===== src/rtl/lsu_pkg.sv =====
// Shared types and constants for the load/store unit controller.
package lsu_pkg;

    localparam int unsigned BYTE_W = 8;
    localparam int unsigned HALF_W = 16;

    typedef enum logic [2:0] {
        IDLE,
        LOAD,
        STORE,
        RMW_RD,
        RMW_WR,
        RESP
    } lsu_state_e;

    localparam logic [2:0] F3_B  = 3'b000;
    localparam logic [2:0] F3_H  = 3'b001;
    localparam logic [2:0] F3_W  = 3'b010;
    localparam logic [2:0] F3_BU = 3'b100;
    localparam logic [2:0] F3_HU = 3'b101;

    // Stores accept B/H/W only; loads additionally accept BU/HU.
    function automatic logic f3_legal(input logic write, input logic [2:0] funct3);
        logic ok;
        ok = 1'b0;
        case (funct3)
            F3_B, F3_H, F3_W: ok = 1'b1;
            F3_BU, F3_HU:     ok = ~write;
            default:          ok = 1'b0;
        endcase
        return ok;
    endfunction

endpackage


===== src/rtl/lsu_align.sv =====
// Byte-lane logic: extract/extend for loads, lane merge for sub-word stores.
module lsu_align
    import lsu_pkg::*;
(
    input  logic [2:0]        funct3_i,
    input  logic [1:0]        addr_lo_i,
    input  logic [31:0]       word_i,
    input  logic [HALF_W-1:0] wdata_i,
    output logic [31:0]       load_data_c_o,
    output logic [31:0]       merge_data_c_o
);

    logic [BYTE_W-1:0] byte_sel;
    logic [HALF_W-1:0] half_sel;

    always_comb begin
        byte_sel = word_i[7:0];
        case (addr_lo_i)
            2'd0: byte_sel = word_i[7:0];
            2'd1: byte_sel = word_i[15:8];
            2'd2: byte_sel = word_i[23:16];
            2'd3: byte_sel = word_i[31:24];
            default: byte_sel = word_i[7:0];
        endcase
        half_sel = addr_lo_i[1] ? word_i[31:16] : word_i[15:0];

        load_data_c_o = word_i;
        case (funct3_i)
            F3_B:    load_data_c_o = {{24{byte_sel[7]}}, byte_sel};
            F3_BU:   load_data_c_o = {24'd0, byte_sel};
            F3_H:    load_data_c_o = {{16{half_sel[15]}}, half_sel};
            F3_HU:   load_data_c_o = {16'd0, half_sel};
            default: load_data_c_o = word_i;
        endcase
    end

    // Replace only the addressed lane, keeping the rest of the word read back.
    always_comb begin
        merge_data_c_o = word_i;
        if (funct3_i == F3_B) begin
            case (addr_lo_i)
                2'd0: merge_data_c_o[7:0]   = wdata_i[7:0];
                2'd1: merge_data_c_o[15:8]  = wdata_i[7:0];
                2'd2: merge_data_c_o[23:16] = wdata_i[7:0];
                2'd3: merge_data_c_o[31:24] = wdata_i[7:0];
                default: merge_data_c_o = word_i;
            endcase
        end else if (funct3_i == F3_H) begin
            if (addr_lo_i[1]) merge_data_c_o[31:16] = wdata_i;
            else              merge_data_c_o[15:0]  = wdata_i;
        end
    end

endmodule


===== src/rtl/lsu_ctrl.sv =====
// Load/store initiator between execute and a word-wide data memory without byte enables.
// Optional misalignment errors: define LSU_MISALIGN_CHECK_EN.
module lsu_ctrl
    import lsu_pkg::*;
#(
    parameter int unsigned DM_ADDRESS = 9,
    parameter int unsigned DATA_W     = 32,
    parameter int unsigned ADDR_W     = 32
) (
    input  logic                  clk,
    input  logic                  rst_n,
    input  logic                  req_valid,
    output logic                  req_ready,
    input  logic                  req_write,
    input  logic [2:0]            req_funct3,
    input  logic [ADDR_W-1:0]     req_addr,
    input  logic [DATA_W-1:0]     req_wdata,
    output logic                  rsp_valid,
    input  logic                  rsp_ready,
    output logic [DATA_W-1:0]     rsp_rdata,
    output logic                  rsp_err,
    output logic                  mem_read,
    output logic                  mem_write,
    output logic [DM_ADDRESS-1:0] mem_addr,
    output logic [DATA_W-1:0]     mem_wdata,
    input  logic [DATA_W-1:0]     mem_rdata
);

    lsu_state_e              state_q, state_d;
    logic [2:0]              funct3_q, funct3_d;
    logic [1:0]              addr_lo_q, addr_lo_d;
    logic [HALF_W-1:0]       wdata_q, wdata_d;
    logic [DM_ADDRESS-1:0]   mem_addr_q, mem_addr_d;
    logic                    mem_read_q, mem_read_d;
    logic                    mem_write_q, mem_write_d;
    logic [DATA_W-1:0]       mem_wdata_q, mem_wdata_d;
    logic                    rsp_valid_q, rsp_valid_d;
    logic                    rsp_err_q, rsp_err_d;
    logic [DATA_W-1:0]       rsp_rdata_q, rsp_rdata_d;
    logic                    req_ready_q;

    logic [1:0]              req_lo_c;
    logic                    req_bad_c;
    logic [DATA_W-1:0]       load_data_c;
    logic [DATA_W-1:0]       merge_data_c;
    logic                    unused_addr_hi;

    assign unused_addr_hi = ^req_addr[ADDR_W-1:DM_ADDRESS+2];

    // Request classification: illegal funct3, and misalignment either flagged or masked.
    always_comb begin
        req_lo_c  = req_addr[1:0];
        req_bad_c = ~f3_legal(req_write, req_funct3);
`ifdef LSU_MISALIGN_CHECK_EN
        if (req_funct3[1:0] == 2'b01 && req_addr[0])        req_bad_c = 1'b1;
        if (req_funct3[1:0] == 2'b10 && req_addr[1:0] != 2'b00) req_bad_c = 1'b1;
`else
        if (req_funct3[1:0] == 2'b01) req_lo_c = {req_addr[1], 1'b0};
        if (req_funct3[1:0] == 2'b10) req_lo_c = 2'b00;
`endif
    end

    lsu_align u_align (
        .funct3_i       (funct3_q),
        .addr_lo_i      (addr_lo_q),
        .word_i         (mem_rdata),
        .wdata_i        (wdata_q),
        .load_data_c_o  (load_data_c),
        .merge_data_c_o (merge_data_c)
    );

    always_comb begin
        state_d     = state_q;
        funct3_d    = funct3_q;
        addr_lo_d   = addr_lo_q;
        wdata_d     = wdata_q;
        mem_addr_d  = mem_addr_q;
        mem_read_d  = 1'b0;
        mem_write_d = 1'b0;
        mem_wdata_d = mem_wdata_q;
        rsp_valid_d = rsp_valid_q;
        rsp_err_d   = rsp_err_q;
        rsp_rdata_d = rsp_rdata_q;
        case (state_q)
            IDLE: begin
                if (req_valid) begin
                    funct3_d  = req_funct3;
                    addr_lo_d = req_lo_c;
                    wdata_d   = req_wdata[HALF_W-1:0];
                    if (req_bad_c) begin
                        state_d     = RESP;
                        rsp_valid_d = 1'b1;
                        rsp_err_d   = 1'b1;
                        rsp_rdata_d = '0;
                    end else begin
                        mem_addr_d = req_addr[DM_ADDRESS+1:2];
                        if (!req_write) begin
                            state_d    = LOAD;
                            mem_read_d = 1'b1;
                        end else if (req_funct3 == F3_W) begin
                            state_d     = STORE;
                            mem_write_d = 1'b1;
                            mem_wdata_d = req_wdata;
                        end else begin
                            state_d    = RMW_RD;
                            mem_read_d = 1'b1;
                        end
                    end
                end
            end
            LOAD: begin
                state_d     = RESP;
                rsp_valid_d = 1'b1;
                rsp_err_d   = 1'b0;
                rsp_rdata_d = load_data_c;
            end
            RMW_RD: begin
                state_d     = RMW_WR;
                mem_write_d = 1'b1;
                mem_wdata_d = merge_data_c;
            end
            STORE, RMW_WR: begin
                state_d     = RESP;
                rsp_valid_d = 1'b1;
                rsp_err_d   = 1'b0;
                rsp_rdata_d = '0;
            end
            RESP: begin
                if (rsp_ready) begin
                    state_d     = IDLE;
                    rsp_valid_d = 1'b0;
                end
            end
            default: state_d = IDLE;
        endcase
    end

    always_ff @(posedge clk or negedge rst_n) begin
        if (!rst_n) begin
            state_q     <= IDLE;
            funct3_q    <= '0;
            addr_lo_q   <= '0;
            wdata_q     <= '0;
            mem_addr_q  <= '0;
            mem_read_q  <= 1'b0;
            mem_write_q <= 1'b0;
            mem_wdata_q <= '0;
            rsp_valid_q <= 1'b0;
            rsp_err_q   <= 1'b0;
            rsp_rdata_q <= '0;
            req_ready_q <= 1'b1;
        end else begin
            state_q     <= state_d;
            funct3_q    <= funct3_d;
            addr_lo_q   <= addr_lo_d;
            wdata_q     <= wdata_d;
            mem_addr_q  <= mem_addr_d;
            mem_read_q  <= mem_read_d;
            mem_write_q <= mem_write_d;
            mem_wdata_q <= mem_wdata_d;
            rsp_valid_q <= rsp_valid_d;
            rsp_err_q   <= rsp_err_d;
            rsp_rdata_q <= rsp_rdata_d;
            req_ready_q <= (state_d == IDLE);
        end
    end

    assign req_ready = req_ready_q;
    assign rsp_valid = rsp_valid_q;
    assign rsp_err   = rsp_err_q;
    assign rsp_rdata = rsp_rdata_q;
    assign mem_read  = mem_read_q;
    assign mem_write = mem_write_q;
    assign mem_addr  = mem_addr_q;
    assign mem_wdata = mem_wdata_q;

endmodule

===== config.mk =====
export PLATFORM = sky130hd
export DESIGN_NAME = lsu_ctrl
export DESIGN_NICKNAME = d
export VERILOG_FILES = /design/src/rtl/lsu_pkg.sv /design/src/rtl/lsu_align.sv /design/src/rtl/lsu_ctrl.sv
export SDC_FILE = /design/constraint.sdc
export NUM_CORES = 1
export LEC_CHECK = 0
export CAP_MARGIN = 15
export CORE_MARGIN = 1
export CORE_UTILIZATION = 50
export CTS_BUF_LIST = sky130_fd_sc_hd__clkbuf_4 sky130_fd_sc_hd__clkbuf_8
export CTS_CLUSTER_DIAMETER = 30
export DETAILED_ROUTE_END_ITERATION = 8
export PLACE_DENSITY = 0.84
export SLEW_MARGIN = 20
export SYNTH_ARGS = -nofsm -noshare
export SYNTH_HDL_FRONTEND = slang
export SYNTH_SLANG_ARGS = --single-unit
export TNS_END_PERCENT = 30

===== constraint.sdc =====
create_clock -name clk -period 4.3 [get_ports clk]
set_input_delay 0.86 -clock clk [delete_from_list [all_inputs] [get_ports clk]]
set_output_delay 0.86 -clock clk [all_outputs]
set_load 0.05 [all_outputs]

==> metrics.md <==
| Metric | Value |
|---|---|
| Status | complete, no violations |
| Final Routed Wirelength | 15,600 µm |
| Max stage delay on crit path | 0.62 ns |
| FF+latch area | 2550 µm² |
| Cts repair resizes | 0 |
| Placement Setup Slack | 1.11 ns |
| Ys Warns | 0 |
| Num CTS Buffers | 9 |
| IO Count | 182 |
| Post-synth top flop | dfrtp_1 |
| Critical-path maximum fanout | 32 |
| H-tree Lvls | 3 |
| Internal | 0.00265 W |
| Detail Route Antenna Nets | 0 |
| Fin nets | 733 |
| First-pass GRT wire length | 24,100 µm |
| Final Skew | 0.0103 ns |
| Post-Synthesis Cells | 488 |
| DRT iter0 DRCs | 465 |
| Core Rows | 36 |
| Setup violators final | 0 |
| CP Capture Type | flop |
| CP arrival | 3.07 ns |
| Most frequent cells in the layout | clkdlybuf4s50_1 (159), dfrtp_1 (101), nand2_1 (63) |
| Post-synthesis cell type count | 50 |
| Setup CP Type | input pin to flop |
| Slew @ Worst Pin | 0.864 ns |
| Initial antenna violation count | 0 |
| Maxcap violations | 0 |
| Min Tclk post-route | 2.86 ns |
| Core Util, Final | 70.8% |
| Hold buffer count at cts | 0 |
| Share of cells above drive strength 1 | 8.68% |
| Grt ovf | 0 |
| Post-synth EDFFs | 0 |
| Comb power frac | 54.1% |
| Final worst slack | 1.44 ns |
| Final HPWL DP | 11,100 µm |
| Clk root buf | clkbuf_8 |
| F_max | 350 MHz |
| Die area | 10,700 µm² |
| CTS tree | built |
| Clk slew on worst S/H paths | 0.09 ns |
| Worst skew pair latency | 0.36 ns |
| Setup crit start kind | input pin |
| LEAKAGE | 2.92 nW |
| Fill count | 736 |
| Die Wd | 103 µm |
| Setup TNS | 0 ns |
| DR DRC count | 0 |
| Async set-reset flop share out of synthesis | 100% |
| Critical path, cell by cell | clkdlybuf4s50_1 > nor4bb_1 > and2_1 > buf_4 > mux2i_1 > a22oi_1 |
| Most common cell after layout, fill and taps aside | clkdlybuf4s50_1 |
| Hold Crit Class | flop to flop |
| Sequential share of the synthesized area | 49.9% |
| Mapped Avg Cell Area | 10.5 µm² |
| DR WL/cell | 20.3 µm |
| Die H | 103 µm |
| TritonRoute pass-1 iters | 5 |
| Fin crit share | 66.4% |
| Peak VDD IR | 0.551 mV |
| Antenna cells | 0 |
| Switch Pwr | 0.00244 W |
| Final slew viol count | 0 |
| Multi-input logic area | 2350 µm² |
| Largest net degree at the start of global routing | 90 |
| Initial core utilization | 51.9% |
| RSZ-0062 raised after global routing | false |
| Number of vias per cell | 6.20 |
| GRT Total Usage | 30.2% |
| Clock share of power | 12.7% |
| PwrDens | 729 nW/µm² |
| Net Sw Frac | 48.0% |
| Post-CTS setup repair buffer count | 0 |
| Core box area | 9860 µm² |
| Slew HR | 42.4% |
| Clock buffer depth | 2 |
| Slowest cell on the critical path | nor4bb_1 |
| Netlist Area Pre-Place | 5120 µm² |
| PortBufs | 160 |
| Routability congestion estimate | 0.884 |
| Vias in the first global route | 4,591 |
| CP required | 4.52 ns |
| Synth Net Count | 592 |
| Area grow syn2layout | 36.3% |
| Final hold violations | 0 |
| Sequential Power Share | 33.2% |
| Synth Register Bits | 102 |
| Clock sink total | 102 |
| Via count | 4,754 |
==> worst max-delay path: cells and delay by family <==
kind | cells | cell delay, ns
AO/OA/AOI/OAI | 1 | 0.12
buffers and inverters | 2 | 0.97
multiplexers | 1 | 0.26
AND/OR/NAND/NOR | 2 | 0.84
==> per-stage QoR <==
step / instance area, µm² / hold slack [ns] / total power [W] / cells
3_3_place_gp: 6770 / 0.475 / 0.00433 / 751
2_1_floorplan: 5120 / 0.470 / 0.00350 / 488
5_1_grt: 6980 / 0.518 / 0.00534 / 767
4_1_cts: 6980 / 0.509 / 0.00507 / 767
6_report: 6980 / 0.509 / 0.00509 / 767
3_5_place_dp: 6770 / 0.482 / 0.00442 / 751
==> flip-flops by register name, summed over array words and instances, names as in the netlist <==
signal     count
wdata_q       16
mem_write      1
addr_lo_q      2
mem_addr       9
state_q        3
funct3_q       3
mem_wdata     32
rsp_err        1
rsp_valid      1
req_ready      1
rsp_rdata     32
mem_read       1
==> power by group through the flow <==
| stage | logic, W | registers [W] | clock network [W] |
|---|---|---|---|
| floorplan | 0.00108 | 0.00242 | 0 |
| global placement | 0.00267 | 0.00167 | 0 |
| detailed placement | 0.00273 | 0.00169 | 0 |
| CTS | 0.00274 | 0.00168 | 0.000651 |
| global route | 0.00292 | 0.00173 | 0.000688 |
| finish | 0.00275 | 0.00169 | 0.000647 |
==> per-layer routing <==
metal	vias to the layer above	part of all wire (%)	routed length (µm)	global-route usage, %
met1	2307	42	6480	40.6
met5	-	0	0	0
met2	281	47	7280	47.5
li1	2123	-	-	-
met4	0	3.1	489	12.9
met3	43	8.7	1350	6.92
==> worst paths after layout <==
path / from / endpoint / slack [ns] / cells after the start
worst min-delay path: rsp_rdata[11] / rsp_rdata[11] / 0.51 / 1
worst min register to register: rsp_rdata[11] / rsp_rdata[11] / 0.51 / 1
worst max register to register: addr_lo_q[0] / mem_wdata[8] / 1.94 / 4
worst max-delay path: req_funct3[1] / mem_wdata[29] / 1.44 / 6
max in group asynchronous: rst_n / req_ready / 2.95 / 2
min in group asynchronous: rst_n / mem_wdata[29] / 0.54 / 1
==> area by class of cell <==
cell class                 instances  area share [%]
tap                              133            2.38
multi-input combinational        341            33.7
timing repair buffer             170            24.0
clock buffer                      12            2.28
sequential                       102            36.6
inverter                           5           0.269
clock inverter                     4           0.788
==> cell usage after synthesis, drive strengths merged, types with 9 or more instances <==
| library cell | n | area, µm² |
|---|---|---|
| clkbuf | 27 | 101 |
| mux2 | 18 | 203 |
| a21oi | 25 | 129 |
| o21ai | 39 | 195 |
| o2bb2ai | 14 | 123 |
| a221o | 24 | 240 |
| dfrtp | 101 | 2530 |
| or3 | 9 | 56.3 |
| nand2 | 63 | 236 |
| a31oi | 16 | 100 |
| nand3 | 12 | 60.1 |
| a22oi | 42 | 315 |
| mux2i | 25 | 250 |
| buf | 13 | 96.3 |
==> cell families after synthesis <==
family | count (synthesis) | share of synthesized area, %
compound gates | 178 | 24.6
simple gates | 119 | 12.0
flops | 102 | 49.9
buf+inv | 45 | 4.23
mux | 44 | 9.28
Note: power is estimated with default switching activity, not from simulation.
